==> src/rtl/stack_ctrl_if.sv <==
// Control-unit side handshake of the operand stack sequencer.
// master: control unit (drives requests and push data).
// slave : stack_ctrl (returns data, completion and status).
interface stack_ctrl_if #(
  parameter int DW = 8
);
  logic          push;
  logic          pop;
  logic          tos;
  logic [DW-1:0] din;
  logic [DW-1:0] dout;
  logic          done;
  logic          busy;
  logic          full;
  logic          empty;
  logic          err;

  modport master (
    output push, pop, tos, din,
    input  dout, done, busy, full, empty, err
  );

  modport slave (
    input  push, pop, tos, din,
    output dout, done, busy, full, empty, err
  );
endinterface

==> src/rtl/stack_ctrl.sv <==
// Operand stack sequencer for the stack multicycle processor.
// The top element lives in top_q; the remaining elements are spilled to
// and refilled from a single-port synchronous-read RAM (element 0 = bottom).
// Optional build macro STACK_ERR_STICKY_EN: err stays high from the first
// illegal request until reset instead of pulsing with done.
module stack_ctrl #(
  parameter int DW    = 8,
  parameter int DEPTH = 16,
  parameter int AW    = 4
) (
  input  logic          clk,
  input  logic          rst,
  stack_ctrl_if.slave   bus,
  output logic [AW-1:0] ram_addr,
  output logic [DW-1:0] ram_wdata,
  output logic          ram_we,
  output logic          ram_re,
  input  logic [DW-1:0] ram_rdata
);

  localparam logic [AW:0] DEPTH_C = (AW+1)'(DEPTH);

  typedef enum logic [1:0] {
    IDLE,
    POP_RD,
    POP_WAIT
  } state_t;

  state_t        state;
  logic [AW:0]   count;
  logic [DW-1:0] top_q;
  logic [DW-1:0] dout_q;
  logic          done_q;
  logic          busy_q;
  logic          err_q;
  // Set once all requests have been seen low in IDLE; a level request held
  // through its own done cycle must not start a second operation.
  logic          armed;

  logic any_req;
  logic multi_req;

  // Request decode
  always_comb begin
    any_req   = bus.push | bus.pop | bus.tos;
    multi_req = (bus.push & bus.pop) | (bus.push & bus.tos) | (bus.pop & bus.tos);
  end

  // Main sequencer: request acceptance, stack bookkeeping, RAM strobes
  always_ff @(posedge clk or negedge rst) begin
    if (!rst) begin
      state     <= IDLE;
      count     <= '0;
      top_q     <= '0;
      dout_q    <= '0;
      done_q    <= 1'b0;
      busy_q    <= 1'b0;
      err_q     <= 1'b0;
      armed     <= 1'b1;
      ram_addr  <= '0;
      ram_wdata <= '0;
      ram_we    <= 1'b0;
      ram_re    <= 1'b0;
    end else begin
      done_q <= 1'b0;
      ram_we <= 1'b0;
      ram_re <= 1'b0;
`ifndef STACK_ERR_STICKY_EN
      err_q  <= 1'b0;
`endif
      case (state)
        IDLE: begin
          if (armed && any_req) begin
            armed <= 1'b0;
            if (multi_req) begin
              err_q  <= 1'b1;
              done_q <= 1'b1;
            end else if (bus.push) begin
              done_q <= 1'b1;
              if (count == DEPTH_C) begin
                err_q <= 1'b1;
              end else if (count == '0) begin
                top_q <= bus.din;
                count <= (AW+1)'(1);
              end else begin
                // Spill current top to RAM while loading the new top.
                ram_we    <= 1'b1;
                ram_addr  <= AW'(count - 1'b1);
                ram_wdata <= top_q;
                top_q     <= bus.din;
                count     <= count + 1'b1;
              end
            end else if (bus.pop) begin
              if (count == '0) begin
                err_q  <= 1'b1;
                done_q <= 1'b1;
              end else if (count == (AW+1)'(1)) begin
                dout_q <= top_q;
                count  <= '0;
                done_q <= 1'b1;
              end else begin
                // Return the top now; refill it from RAM two cycles later.
                dout_q   <= top_q;
                ram_re   <= 1'b1;
                ram_addr <= AW'(count - (AW+1)'(2));
                busy_q   <= 1'b1;
                state    <= POP_RD;
              end
            end else begin
              done_q <= 1'b1;
              if (count == '0) begin
                err_q <= 1'b1;
              end else begin
                dout_q <= top_q;
              end
            end
          end else if (!any_req) begin
            armed <= 1'b1;
          end
        end

        POP_RD: begin
          state <= POP_WAIT;
        end

        POP_WAIT: begin
          top_q  <= ram_rdata;
          count  <= count - 1'b1;
          done_q <= 1'b1;
          busy_q <= 1'b0;
          state  <= IDLE;
        end

        default: begin
          state  <= IDLE;
          busy_q <= 1'b0;
        end
      endcase
    end
  end

  // Status outputs
  always_comb begin
    bus.dout  = dout_q;
    bus.done  = done_q;
    bus.busy  = busy_q;
    bus.err   = err_q;
    bus.full  = (count == DEPTH_C);
    bus.empty = (count == '0);
  end

endmodule
==> src/flat_wrapper.sv <==
// flat-port wrapper written by rule: the top's interface ports become plain ports
module stack_ctrl_flat 
#(
  parameter int DW    = 8,
  parameter int DEPTH = 16,
  parameter int AW    = 4
)
  (clk, rst, ram_addr, ram_wdata, ram_we, ram_re, ram_rdata, bus_push, bus_pop, bus_tos, bus_din, bus_dout, bus_done, bus_busy, bus_full, bus_empty, bus_err);
  stack_ctrl_if #(.DW(DW)) bus_i ();
  input  logic clk;
  input  logic rst;
  output logic [AW-1:0] ram_addr;
  output logic [DW-1:0] ram_wdata;
  output logic ram_we;
  output logic ram_re;
  input  logic [DW-1:0] ram_rdata;
  input wire logic [$bits(bus_i.push)-1:0] bus_push;
  input wire logic [$bits(bus_i.pop)-1:0] bus_pop;
  input wire logic [$bits(bus_i.tos)-1:0] bus_tos;
  input wire logic [$bits(bus_i.din)-1:0] bus_din;
  output wire logic [$bits(bus_i.dout)-1:0] bus_dout;
  output wire logic [$bits(bus_i.done)-1:0] bus_done;
  output wire logic [$bits(bus_i.busy)-1:0] bus_busy;
  output wire logic [$bits(bus_i.full)-1:0] bus_full;
  output wire logic [$bits(bus_i.empty)-1:0] bus_empty;
  output wire logic [$bits(bus_i.err)-1:0] bus_err;
  assign bus_i.push = bus_push;
  assign bus_i.pop = bus_pop;
  assign bus_i.tos = bus_tos;
  assign bus_i.din = bus_din;
  assign bus_dout = bus_i.dout;
  assign bus_done = bus_i.done;
  assign bus_busy = bus_i.busy;
  assign bus_full = bus_i.full;
  assign bus_empty = bus_i.empty;
  assign bus_err = bus_i.err;
  stack_ctrl #(.DW(DW), .DEPTH(DEPTH), .AW(AW)) u_core (.clk(clk), .rst(rst), .bus(bus_i), .ram_addr(ram_addr), .ram_wdata(ram_wdata), .ram_we(ram_we), .ram_re(ram_re), .ram_rdata(ram_rdata));
endmodule
==> config.mk <==
export PLATFORM = sky130hd
export DESIGN_NAME = stack_ctrl_flat
export DESIGN_NICKNAME = d
export VERILOG_FILES = /design/src/rtl/stack_ctrl_if.sv /design/src/rtl/stack_ctrl.sv /design/src/flat_wrapper.sv
export SDC_FILE = /design/constraint.sdc
export NUM_CORES = 1
export LEC_CHECK = 0
export ABC_CLOCK_PERIOD_IN_PS = 4000
export CORE_AREA = 2 2 50 98
export CTS_BUF_LIST = sky130_fd_sc_hd__clkbuf_4 sky130_fd_sc_hd__clkbuf_8
export CTS_CLUSTER_DIAMETER = 40
export DETAILED_ROUTE_END_ITERATION = 8
export DIE_AREA = 0 0 52 100
export GPL_ROUTABILITY_DRIVEN = 1
export PLACE_DENSITY = 0.77
export REMOVE_ABC_BUFFERS = 1
export SYNTH_ARGS = -nofsm -noshare
export SYNTH_HDL_FRONTEND = slang
export SYNTH_SLANG_ARGS = --single-unit
==> constraint.sdc <==
create_clock -name clk -period 4 [get_ports clk]
set_input_delay 1.2 -clock clk [delete_from_list [all_inputs] [get_ports clk]]
set_output_delay 1.2 -clock clk [all_outputs]
set_load 0.02 [all_outputs]
## Word-level counts from Yosys, hierarchy flattened

Cells that the tools add are included.

- Word-level logic and storage cells: 121
- Flip-flop bits (word level): 41
- Input bits: 21

- Multiplexer cells: 62
- Add/sub/neg operators: 3
- Bitwise logic cells: 12
- Equal/unequal tests: 19
- Reductions and logical operators: 13

Operator list:

| kind | number |
|---|---|
| $mux W5 | 8 |
| $mux W1 | 33 |
| $mux W8 | 4 |
| $mux W4 | 6 |
| $reduce_and A7 Y1 | 3 |
| $ne A2 B2 Y1 const B | 10 |
| $pmux W8 S2 | 1 |
| $mux W2 | 6 |
| $reduce_and A6 Y1 | 2 |
| $pmux W5 S2 | 1 |
| $reduce_and A5 Y1 | 2 |
| $ne A3 B3 Y1 const B | 3 |
| $add A5 B1 Y5 const B | 1 |
| $eq A5 B1 Y1 const B | 1 |
| $eq A5 B5 Y1 const B | 1 |
| $logic_not A5 Y1 | 1 |
| $not A1 Y1 | 5 |
| $sub A5 B1 Y5 const B | 1 |
| $or A1 B1 Y1 | 4 |
| $pmux W1 S2 | 2 |
| $pmux W2 S2 | 1 |
| $reduce_bool A2 Y1 | 2 |
| $sub A4 B2 Y4 const B | 1 |
| $and A1 B1 Y1 | 3 |
| 7 further kinds | 7 |

## Longest topological paths before layout

Gate-level depths: netlist of run 1.

- Depth after elaboration: 8
- Gate-level depth with buffers: 7
- Gate-level depth less buffers: 6

## Worst setup path before layout of run 1

Ideal clock, no wire load.

- Path type: reg-to-output
- Start: register u_core.count[1]
- End: output bus_empty
- Data arrival time: 1520 ps
- Cell stages (with the launch flop): 4
- Data required time: 2800 ps
- Path slack: 1280 ps
- Buffers on the path: 0
- Cell sequence: dfrtp_1 inv_1 ha_1 nor4b_2

- Cells in the longest elaborated chain, start to end: 1

Ends and longest elaborated chain:

| item | RTL line | RTL |
|---|---|---|
| start, declared | stack_ctrl.sv:30 | `logic [AW:0] count;` |
| start signal, assigned | stack_ctrl.sv:84 | `count <= (AW+1)'(1);` |
| start signal, assigned | stack_ctrl.sv:91 | `count <= count + 1'b1;` |
| start signal, assigned | stack_ctrl.sv:128 | `count <= count - 1'b1;` |
| $logic_not A5 Y1 | stack_ctrl.sv:149 | `bus.empty = (count == '0);` |
| end, declared | flat_wrapper.sv:25 | `output wire logic [$bits(bus_i.empty)-1:0] bus_empty;` |

Every way passes these cells.

## Worst setup path after layout of run 1

- Start: register u_core.count[0]
- End: output bus_full

- Cells in the longest elaborated chain, start to end: 1

Ends and longest elaborated chain:

| item | RTL line | RTL |
|---|---|---|
| $eq A5 B5 Y1 | stack_ctrl.sv:148 | `bus.full = (count == DEPTH_C);` |
| end, declared | flat_wrapper.sv:24 | `output wire logic [$bits(bus_i.full)-1:0] bus_full;` |

Every way passes these cells.

==> results.json, run 1 <==
{
  "crit_chain": "inv_1 -> ha_1 -> and4bb_2 -> clkdlybuf4s50_1",
  "timing.rr.end": "u_core.bus.dout[2]",
  "min_from": "u_core.bus.busy",
  "fin_nets": 272,
  "die_w_um": 52,
  "initial_core_util": 0.479,
  "seq_area_frac_synth": 0.475,
  "synth_cell_types": 48,
  "setup-violations-final": 0,
  "setup_tns_ns": 0,
  "cp-endpoint": "bus_full",
  "crit_fanout": 9,
  "drc_errors": 0,
  "critPathLaunchType": "flop",
  "r2r_start": "u_core.count[0]",
  "timing.fmax_mhz": 297,
  "synthTopCellsByArea": "dfrtp_1, mux2_2, nand2_1, ha_1, a31oi_1",
  "ff2ff_setup_slack_ns": 1.48,
  "place_congestion": 0.924,
  "drt-total-wl_um": 4890,
  "grt_pass1_vias": 1691,
  "wl_per_cell_um": 16.3,
  "critPathBufInv": 2,
  "port-buffer-count": 47,
  "status": "completed",
  "ys_ff_latch": 41,
  "synth_area_um2": 2160,
  "synth_edf_count": 0,
  "fillCellCount": 381,
  "fin_ws_ns": 0.629,
  "p_leak_nw": 1.26,
  "yosys.area.top_type": "dfrtp_1",
  "tightestPinTransition_ns": 1.03,
  "cts_resized": 0,
  "hold_class": "reg2reg",
  "die_h_um": 100,
  "dp_slack_ns": 0.575,
  "netlist_top_cells_count": "dfrtp_1, nand2_1, mux2_2",
  "synth_ff_type": "dfrtp_1",
  "dieArea_um2": 5200,
  "cts_setup_buffers": 0,
  "htreeDepth": 2,
  "grt_pass1_wl_um": 8140,
  "finalCritPeriodShare": 0.843,
  "clock-sinks": 41,
  "crit_arrival_ns": 2.17,
  "yosysWarnings": 0,
  "hold_buffers": 0,
  "syn_area_per_cell_um2": 11.0,
  "critPathKind": "reg2out",
  "grt_start_max_net_pins": 42,
  "synthArstFlopShare": 1.00,
  "critPathTopFamily": "buffers and inverters",
  "core_area_um2": 4510,
  "max_cap_viol_count": 0,
  "clk_path_buf_depth": 2,
  "rows": 35,
  "slowest_stage": "clkdlybuf4s50_1",
  "path_clk_slew_ns": 0.09,
  "finalHoldViolCount": 0,
  "cpPeakStageDelay_ns": 0.62,
  "dr.pass1.iters": 4,
  "cts_root_buffer": "clkbuf_8",
  "overflow": 0,
  "maxSlewHeadroom": 0.313,
  "viasPerCell": 5.75,
  "drive_gt1_frac": 0.193,
  "reg2reg_depth": 6,
  "post-synth-top-count-cell": "dfrtp_1",
  "grt_setup_unrepaired": "no",
  "cp-end-kind": "primary output",
  "grt_antenna_before_repair": 0,
  "numCtsBuffers": 5,
  "grt_usage": 0.207,
  "hold_ws_ns": 0.501,
  "p_per_area_nw_per_um2": 520,
  "worst-endpoint-required_ns": 2.80,
  "diodes": 0,
  "dp_hpwl_um": 3380,
  "drt_iter0_markers": 36,
  "ir_drop_mv": 0.394,
  "path_depth": 4,
  "syn_to_final_growth_pct": 28.6,
  "num_vias": 1719,
  "ff_latch_area_um2": 1030,
  "drtAntennaViolNets": 0,
  "synth_cells": 196,
  "clk_latency_ns": 0.30,
  "period_minus_slack_ns": 3.37,
  "synth_top_area_frac": 0.463,
  "clock_skew_ns": 0.00857,
  "worstSetupStartpoint": "u_core.count[0]",
  "multi_input_area_um2": 1060,
  "drv_slew": 0,
  "ios": 48,
  "final_util": 0.616,
  "cts_tree": "built"
}
==> placed cells by master, fill, tap and decap left out, types with 2 or more instances in the layout <==
cell type / instances
inv_1: 7
clkbuf_8: 5
buf_4: 2
nor2_1: 7
a211o_1: 2
nand2_1: 30
a21oi_1: 3
or2_2: 2
o21ai_0: 8
xnor2_1: 2
and3_1: 5
o211ai_1: 3
ha_1: 8
mux2_2: 27
mux2i_1: 3
dfrtp_1: 40
clkdlybuf4s50_1: 46
or3b_1: 2
a31oi_1: 7
a211oi_1: 4
==> area by class of cell <==
class | instances | area share
flip-flops and latches | 41 | 0.370
multi-input cells | 138 | 0.380
clock buffers | 5 | 0.0248
inverters | 8 | 0.0108
repair buffers | 49 | 0.173
clock inverters | 3 | 0.0167
well taps | 55 | 0.0248
==> sequential cells by signal (all words and copies together) (netlist names) <==
register          cells
u_core.bus.dout       8
u_core.bus.done       1
u_core.ram_addr       4
u_core.ram_re         1
u_core.ram_we         1
u_core.bus.err        1
u_core.bus.busy       1
u_core.state          2
u_core.top_q          8
u_core.count          5
u_core.armed          1
u_core.ram_wdata      8
==> worst min-delay path by stage <==
stage               slack (ns)  cells after the start               to
floorplan                 0.48                      2     u_core.armed
global placement          0.47                      1  u_core.bus.busy
detailed placement        0.48                      1  u_core.bus.busy
CTS                       0.50                      1  u_core.bus.busy
global route              0.53                      1  u_core.bus.busy
finish                    0.50                      1  u_core.bus.busy
==> power by group <==
group	switching, mW	leakage (nW)	internal (mW)
Combinational	0.243	0.677	0.269
Sequential	0.0688	0.528	0.521
Clock	0.155	0.0543	0.187
Total	0.467	1.26	0.977
==> kinds of logic after synthesis <==
kind of cell	after synthesis	share of synthesized area
xor gates and xnor gates	3	0.0122
and+or+nand+nor	60	0.158
DFF	41	0.475
AOI/OAI and AO/OA	37	0.119
adders and majority gates	8	0.0463
muxes	30	0.155
buffers and inverters	17	0.0353
==> per-stage QoR <==
| stage | instances | instance area (um2) | power [mW] |
|---|---|---|---|
| after CTS | 299 | 2780 | 1.45 |
| after global routing | 299 | 2780 | 1.52 |
| after detailed placement | 291 | 2660 | 1.11 |
| after floorplan | 187 | 2110 | 0.873 |
| after global placement | 291 | 2660 | 1.09 |
| final | 299 | 2780 | 1.44 |
==> worst reg2reg max path, delay by kind of cell (launching register included) <==
kind                       cells  cell delay [ns]
adders and majority gates      1             0.29
buffers and inverters          2             0.32
DFF                            1             0.51
muxes                          1             0.42
and+or+nand+nor                2             0.86
==> routing by layer <==
layer	wire [um]	vias to the layer above	part of all wire	global-route usage
met1	2130	855	0.44	0.272
li1	-	794	-	-
met2	2400	63	0.49	0.329
met3	293	7	0.060	0.0506
met5	0	-	0	0
met4	65	0	0.013	0.0709
No activity file was read; power rests on OpenSTA's default activity.
==> run 2: changes to the inputs <==
ABC_CLOCK_PERIOD_IN_PS = 3010   (was 4000)
CORE_AREA = 2 2 51 101   (was 2 2 50 98)
DIE_AREA = 0 0 53 103   (was 0 0 52 100)
clock period = 3.01 ns   (was 4 ns; I/O delays follow)
==> run 2 against run 1 <==
Effect of this change: global-route usage down 0.066 points; critical path depth increased by 1; clock skew increased by 0.00069 ns; via count is 2.6% higher.
==> results.json, run 2 (synthesized netlist as in run 1, its figures left out) <==
{
  "status": "completed",
  "drc_errors": 0,
  "drv_slew": 0,
  "period_minus_slack_ns": 2.66,
  "dp_hpwl_um": 3540,
  "drive_gt1_frac": 0.219,
  "htreeDepth": 2,
  "crit_chain": "clkdlybuf4s50_1 -> or3b_1 -> o211a_1 -> nor3_4 -> mux2_2",
  "dp_slack_ns": 0.0570,
  "dieArea_um2": 5460,
  "clock_skew_ns": 0.00925,
  "grt_usage": 0.207,
  "diodes": 0,
  "crit_fanout": 8,
  "path_clk_slew_ns": 0.09,
  "rows": 36,
  "clock_power_share": 0.236,
  "overflow": 0,
  "power_frac_comb": 0.360,
  "drtAntennaViolNets": 0,
  "fillCellCount": 410,
  "hold_class": "reg2reg",
  "grt_setup_unrepaired": "no",
  "slowest_stage": "clkdlybuf4s50_1",
  "syn_to_final_growth_pct": 31.5,
  "die_w_um": 53,
  "core_area_um2": 4730,
  "max_cap_viol_count": 0,
  "ir_drop_mv": 0.520,
  "p_seq_frac": 0.404,
  "ff_latch_area_um2": 1030,
  "grt_pass1_vias": 1792,
  "die_h_um": 103,
  "critPathLaunchType": "input pin",
  "setup-violations-final": 0,
  "grt_start_max_net_pins": 42,
  "initial_core_util": 0.457,
  "cts_setup_buffers": 0,
  "p_leak_nw": 1.33,
  "tightestPinTransition_ns": 0.893,
  "clk_latency_ns": 0.30,
  "numCtsBuffers": 5,
  "cpPeakStageDelay_ns": 0.51,
  "worst-endpoint-required_ns": 3.19,
  "setup_tns_ns": 0,
  "grt_pass1_wl_um": 8380,
  "grt_antenna_before_repair": 0,
  "maxSlewHeadroom": 0.405,
  "finalCritPeriodShare": 0.885,
  "wl_per_cell_um": 16.3,
  "drt-total-wl_um": 5020,
  "fin_nets": 279,
  "intPower_mw": 1.31,
  "finalHoldViolCount": 0,
  "final_cell_mix": "clkdlybuf4s50_1, dfrtp_1, nand2_1",
  "final_common_cell": "clkdlybuf4s50_1",
  "critPathTopFamily": "simple AND/OR/NAND/NOR gates",
  "dr.pass1.iters": 4,
  "layout.cells.non_filler": 308,
  "drt_iter0_markers": 53,
  "dpl.cell_count": 300,
  "port-buffer-count": 47,
  "fin_ws_ns": 0.346,
  "cp-end-kind": "flop",
  "ios": 48,
  "clk_path_buf_depth": 2,
  "critPathKind": "in2reg",
  "p_per_area_nw_per_um2": 680,
  "critPathBufInv": 1,
  "ff2ff_setup_slack_ns": 0.76,
  "place_congestion": 0.949,
  "cts_tree": "built",
  "multi_input_area_um2": 1060,
  "clock-sinks": 41,
  "p_sw_mw": 0.625,
  "viasPerCell": 5.73,
  "timing.fmax_mhz": 375,
  "hold_buffers": 0,
  "p_sw_frac": 0.324,
  "crit_arrival_ns": 2.85,
  "num_vias": 1764,
  "cts_root_buffer": "clkbuf_8"
}
## run 2: cell count changes in the layout (fill, tap and decap cells not counted)
cell / previous run / this run
dlymetal6s2s_1: 0 / 2
buf_4: 2 / 9
clkdlybuf4s50_1: 46 / 44
ha_2: 0 / 1
ha_1: 8 / 7
## run 2: power by group through the flow
stage	sequential [mW]	combinational [mW]	clock [mW]
floorplan	0.895	0.265	0
global placement	0.782	0.675	0
detailed placement	0.790	0.695	0
CTS	0.782	0.701	0.464
global route	0.798	0.759	0.488
finish	0.780	0.696	0.455
## run 2: path summary, 6_finish.rpt
check | startpoint | endpoint | depth (start not counted)
min reg2reg | u_core.bus.busy | u_core.bus.busy | 1
max | bus_push | u_core.top_q[3] | 5
min in group asynchronous | rst | u_core.count[3] | 1
max in group asynchronous | rst | u_core.bus.dout[2] | 1
max reg2reg | u_core.count[1] | u_core.count[1] | 6
min | u_core.bus.busy | u_core.bus.busy | 1
## run 2: layout make-up
type | instances | area share
Clock buffer | 5 | 0.0242
Sequential cell | 41 | 0.362
Clock inverter | 3 | 0.0163
Timing Repair Buffer | 56 | 0.189
Tap cell | 57 | 0.0251
Inverter | 8 | 0.0106
Multi-Input combinational cell | 138 | 0.373
## run 2: what timing repair did
item                       4_1_cts  5_1_grt
cloned                           0        0
setup endpoints to repair        2        2
gates resized for setup          1        2
pin swaps                        0        0
## run 2: through the flow
stage | util | cell area [um2] | hold WS (ns) | power (mW)
2_1_floorplan | - | 2110 | 0.477 | 1.16
3_3_place_gp | 0.575 | 2720 | 0.462 | 1.46
3_5_place_dp | 0.575 | 2720 | 0.481 | 1.48
4_1_cts | 0.600 | 2840 | 0.501 | 1.95
5_1_grt | 0.601 | 2840 | 0.526 | 2.04
6_report | 0.601 | 2840 | 0.495 | 1.93
## run 2: layer usage
metal,part of all wire,GRT usage,routed length [um]
met1,0.41,0.261,2030
met2,0.50,0.341,2530
met3,0.074,0.0377,371
met4,0.016,0.0868,80
met5,0,0,0
